**config.mk**
```make
export PLATFORM = sky130hd
export DESIGN_NAME = lsu_align_ctrl
export DESIGN_NICKNAME = d
export VERILOG_FILES = /design/src/rtl/lsu_align_ctrl.sv
export SDC_FILE = /design/constraint.sdc
export NUM_CORES = 1
export LEC_CHECK = 0
export ABC_CLOCK_PERIOD_IN_PS = 3950
export BUFFER_PORTS_ARGS = -buffer_cell sky130_fd_sc_hd__buf_4
export CAP_MARGIN = 10
export CORE_UTILIZATION = 50
export DETAILED_ROUTE_END_ITERATION = 16
export PLACE_DENSITY_LB_ADDON = 0.25
export SKIP_LAST_GASP = 1
export SYNTH_ARGS = -nofsm -noshare
export SYNTH_HDL_FRONTEND = slang
export SYNTH_SLANG_ARGS = --single-unit
```
**constraint.sdc**
```tcl
create_clock -name clk -period 3.95 [get_ports clk]
set_input_delay 0.79 -clock clk [delete_from_list [all_inputs] [get_ports clk]]
set_output_delay 0.79 -clock clk [all_outputs]
set_load 0.05 [all_outputs]
```
**src/rtl/lsu_align_ctrl.sv**
```systemverilog
// Load/store unit between the MEM stage and a req/ack data bus.
// Aligns stores, extracts/extends loads, and splits or rejects word-crossing accesses.
module lsu_align_ctrl #(
  parameter int unsigned DATA_W          = 32,
  parameter int unsigned ADDR_W          = 32,
  parameter int unsigned ALLOW_UNALIGNED = 1
) (
  input  logic                clk,
  input  logic                reset,
  input  logic                req_valid,
  output logic                req_ready,
  input  logic [2:0]          req_op,
  input  logic [ADDR_W-1:0]   req_addr,
  input  logic [31:0]         req_wdata,
  output logic                resp_valid,
  output logic [31:0]         resp_rdata,
  output logic [1:0]          resp_exc,
  output logic                bus_req,
  output logic                bus_we,
  output logic [ADDR_W-1:0]   bus_addr,
  output logic [DATA_W/8-1:0] bus_be,
  output logic [DATA_W-1:0]   bus_wdata,
  input  logic                bus_ack,
  input  logic [DATA_W-1:0]   bus_rdata
);

  localparam int unsigned NB    = DATA_W / 8;
  localparam int unsigned OFF_W = $clog2(NB);

  localparam logic [1:0] S_IDLE  = 2'd0;
  localparam logic [1:0] S_BEAT0 = 2'd1;
  localparam logic [1:0] S_BEAT1 = 2'd2;
  localparam logic [1:0] S_RESP  = 2'd3;

  logic [1:0]        state;
  logic [2:0]        op_q;
  logic [ADDR_W-1:0] addr_q;
  logic [31:0]       wdata_q;
  logic              cross_q;
  logic [1:0]        exc_q;
  logic [31:0]       lbuf_q;

  function automatic int unsigned op_size(input logic [2:0] op);
    case (op)
      3'b000, 3'b101:         return 4;
      3'b001, 3'b010, 3'b110: return 2;
      default:                return 1;
    endcase
  endfunction

  // Decode of the incoming request, used only on the accept edge.
  int unsigned in_size;
  int unsigned in_off;
  logic        in_cross;
  logic        in_mis;
  logic [1:0]  in_exc;

  always_comb begin
    in_size  = op_size(req_op);
    in_off   = 32'(req_addr[OFF_W-1:0]);
    in_cross = (in_off + in_size) > NB;
    if (in_size == 4)      in_mis = (req_addr[1:0] != 2'b00);
    else if (in_size == 2) in_mis = req_addr[0];
    else                   in_mis = 1'b0;
    in_exc = 2'b00;
    if (ALLOW_UNALIGNED == 0 && in_mis)
      in_exc = (req_op >= 3'b101) ? 2'b10 : 2'b01;
  end

  logic        beat;
  logic        second;
  logic        is_store;
  int unsigned cur_off;
  int unsigned cur_size;
  logic [31:0] gather;
  logic [ADDR_W-1:0] base_addr;

  assign beat      = (state == S_BEAT0) || (state == S_BEAT1);
  assign second    = (state == S_BEAT1);
  assign is_store  = (op_q >= 3'b101);
  assign base_addr = {addr_q[ADDR_W-1:OFF_W], {OFF_W{1'b0}}};

  // Byte i of the access sits in lane off+i of beat 0, or lane off+i-NB of beat 1.
  always_comb begin
    cur_off   = 32'(addr_q[OFF_W-1:0]);
    cur_size  = op_size(op_q);
    gather    = '0;
    bus_be    = '0;
    bus_wdata = '0;
    for (int unsigned i = 0; i < 4; i++) begin
      for (int unsigned j = 0; j < NB; j++) begin
        if (beat && i < cur_size &&
            (second ? (cur_off + i >= NB && cur_off + i - NB == j)
                    : (cur_off + i < NB && cur_off + i == j))) begin
          gather[i*8 +: 8] = bus_rdata[j*8 +: 8];
          if (is_store) begin
            bus_be[j]          = 1'b1;
            bus_wdata[j*8 +: 8] = wdata_q[i*8 +: 8];
          end
        end
      end
    end
  end

  assign bus_req  = beat;
  assign bus_we   = beat && is_store;
  assign bus_addr = !beat ? '0 : (second ? base_addr + ADDR_W'(NB) : base_addr);

  always_ff @(posedge clk) begin
    if (reset) begin
      state   <= S_IDLE;
      op_q    <= '0;
      addr_q  <= '0;
      wdata_q <= '0;
      cross_q <= 1'b0;
      exc_q   <= '0;
      lbuf_q  <= '0;
    end else begin
      case (state)
        S_IDLE: begin
          if (req_valid) begin
            op_q    <= req_op;
            addr_q  <= req_addr;
            wdata_q <= req_wdata;
            cross_q <= in_cross;
            exc_q   <= in_exc;
            lbuf_q  <= '0;
            state   <= (in_exc != 2'b00) ? S_RESP : S_BEAT0;
          end
        end
        S_BEAT0: begin
          if (bus_ack) begin
            lbuf_q <= lbuf_q | gather;
            state  <= cross_q ? S_BEAT1 : S_RESP;
          end
        end
        S_BEAT1: begin
          if (bus_ack) begin
            lbuf_q <= lbuf_q | gather;
            state  <= S_RESP;
          end
        end
        default: state <= S_IDLE;
      endcase
    end
  end

  logic [31:0] ext_data;

  always_comb begin
    case (op_q)
      3'b001:  ext_data = {{16{lbuf_q[15]}}, lbuf_q[15:0]};
      3'b010:  ext_data = {16'h0000, lbuf_q[15:0]};
      3'b011:  ext_data = {{24{lbuf_q[7]}}, lbuf_q[7:0]};
      3'b100:  ext_data = {24'h000000, lbuf_q[7:0]};
      default: ext_data = lbuf_q;
    endcase
  end

  assign req_ready  = (state == S_IDLE);
  assign resp_valid = (state == S_RESP);
  assign resp_exc   = resp_valid ? exc_q : 2'b00;
  assign resp_rdata = (resp_valid && !is_store && exc_q == 2'b00) ? ext_data : '0;

endmodule

```
==> qor.csv <==
metric,value,unit
# rows,42,
minimum clock period,3.67,ns
hold_ws,0.452,ns
global-route wire length before repair,36900,um
"most common cell after layout, fill and taps aside",buf_4,
min-delay src,lbuf_q[20],
required time worst endpoint,3.16,ns
Sum Neg Setup Slack,0,ns
Clk network pwr share,21.4,%
hold_buf cts,0,
layout cells sized above 1,24.1,%
cts repair resizes,0,
Final #Nets,1220,
Pleak,0.00331,uW
Seq pwr share,31.2,%
critical path endpoint category,primary output,
DRC,0,
initial antenna violation count,0,
CP Class,flip-flop to primary output,
Worst EP arrival,2.88,ns
"CP delay by family, top",compound AO/OA/AOI/OAI gates,
worst-path cell chain,inv_1 > ha_1 > and3b_1 > nand2_1 > o21ai_0 > a22oi_1 > buf_4,
Final Hold Vio Count,0,
gpl congestion,0.997,
final setup vio count,0,
Synth-to-Final Area Change,26.4,%
number of synthesis warnings,0,
Clock Sinks,102,
reg2reg start,state[0],
FMAX,273,MHz
Die Y,120,um
Power Internal,2490,uW
Peak supply drop,0.343,mV
largest net degree at the start of global routing,74,
ys async rst share,0,%
Syn Area/Cell,7.24,um^2
remaining antenna violation count,0,
crit share post-route,92.9,%
RSZ-0062 raised after global routing,no,
clock latency on the worst-skew pair,0.36,ns
routed len/inst,18.1,um
via count,7982,
outcome,"finished, final reports clean",
Slew Limit Fails,0,
H-tree depth,3,
max cap viols,0,
highest-count cells in the layout ignoring fill and taps,"buf_4, nand2_1, a21oi_1",
HP Class,flip-flop to flip-flop,
Gate power share,47.5,%
synthesized area,6940,um^2
DP Area,8450,um^2
Routed WL,23400,um
total grt overflow,0,
Worst Path Buf+Inv,2,
Slew HR,36.6,%
detailed-router iteration count before antenna repair,8,
TritonCTS clock tree,done,
slowest cell on the critical path,o21ai_0,
Slew @ Worst Pin,0.950,ns
IO Port Bufs,204,
dpl hpwl,16400,um
fin area,8780,um^2
Clock Tree Root,clkbuf_16,
DRT iter0 DRCs,1155,
core area,13400,um^2
synth unique cells,67,
PnR worst setup slack,0.282,ns
diode count,0,
Startpoint Class,flip-flop,
"FF+latch count, synth",102,
die area,14400,um^2
setup repair bufs after CTS,0,
Cell Pwr Density,535,nW/um^2
skew final,0.00699,ns
Sw Ratio,46.9,%
Worst Setup SP,state[0],
cts bufs inserted,9,
IO Pins,209,
Post-synth EDFFs,0,
post-place setup slack,0.746,ns
Max clock buf depth,2,
Main synth FF type,dfxtp_1,
register area share after synthesis,29.4,%
Design Power,4700,uW
Worst-path clk slew,0.07,ns
Die X-Extent,120,um
vias in the first global route,7069,
Initial Util,51.8,%
Mapped Cells,959,
Max Fanout on Critical Path,10,
via/cell ratio,6.19,
biggest cell delay along the critical path,0.57,ns
net switching power,2200,uW
GRT Total Usage,32.2,%
worst reg2reg max path, stage by stage, from the launching register on:
cell	delay (ns)
dfxtp_1	0.39
inv_1	0.09
ha_1	0.48
buf_4	0.30
nor2b_1	0.18
and4_1	0.54
and2_1	0.48
a221o_1	0.23
sequential cells by signal, summed over array words and instances (netlist names):
name / count
addr_q: 32
lbuf_q: 32
wdata_q: 32
op_q: 3
state: 2
cross_q: 1
cell type report:
type	instances	area, um^2
inverters	21	78.8
flip-flops and latches	102	2040
well taps	176	220
multi-input cells	755	4460
fillers	1284	4620
clock buffers	9	225
clock inverters	7	104
repair buffers	220	1650
power by group through the flow:
stage	Sequential, uW	Clock [uW]	Combinational (uW)
after floorplan	1360	0	1660
final	1460	1000	2230
after global placement	1470	0	2170
after detailed placement	1480	0	2190
after CTS	1450	1010	2210
after global routing	1490	1050	2420
cells by family (layout without fill, tap and decap cells):
family | after synthesis | after routing | share of synthesized area (%)
flip-flops | 102 | 102 | 29.4
buffers and inverters | 105 | 257 | 6.72
multiplexers | 25 | 25 | 3.75
AO/OA/AOI/OAI | 314 | 314 | 29.7
adder cells (fa/ha/maj) | 8 | 8 | 1.55
XOR/XNOR | 13 | 13 | 1.64
other | 1 | 4 | 0.0540
AND/OR/NAND/NOR | 391 | 391 | 27.1
per-stage QoR:
stage	utilization (%)	cells
2_1_floorplan	-	962
3_3_place_gp	63.1	1274
6_report	65.5	1290
5_1_grt	65.5	1290
4_1_cts	65.5	1290
3_5_place_dp	63.1	1274
path summary, 6_finish.rpt:
check                        to  slack [ns]  cells after the start
setup / recovery  bus_wdata[17]        0.28                      7
hold / removal       lbuf_q[20]        0.45                      2
setup reg to reg     lbuf_q[26]        1.21                      7
hold reg to reg      lbuf_q[20]        0.45                      2
layer usage:
metal | track usage (%) | wire [um]
met3 | 4.42 | 2050
met4 | 14.2 | 722
met2 | 49.3 | 10400
met1 | 45.1 | 10200
met5 | 0 | 0
cells in the mapped netlist, drive strengths merged (9+ instances only):
| library cell | instances | area share [%] |
|---|---|---|
| a21oi | 111 | 8.1 |
| a221o | 16 | 2.3 |
| a221oi | 11 | 1.4 |
| a22oi | 43 | 4.6 |
| and3 | 13 | 1.2 |
| buf | 42 | 3.3 |
| clkbuf | 42 | 2.3 |
| dfxtp | 102 | 29 |
| inv | 21 | 1.1 |
| mux2i | 17 | 2.5 |
| nand2 | 200 | 11 |
| nand3 | 20 | 1.4 |
| nand4 | 14 | 1.5 |
| nor2 | 62 | 3.6 |
| nor3 | 25 | 2.0 |
| o21a | 21 | 2.3 |
| o21ai | 36 | 2.6 |
| o221ai | 11 | 1.4 |
| o22ai | 17 | 1.5 |
| o31ai | 9 | 0.97 |
| or4 | 9 | 0.97 |
Power figures use the tool's default switching activity.
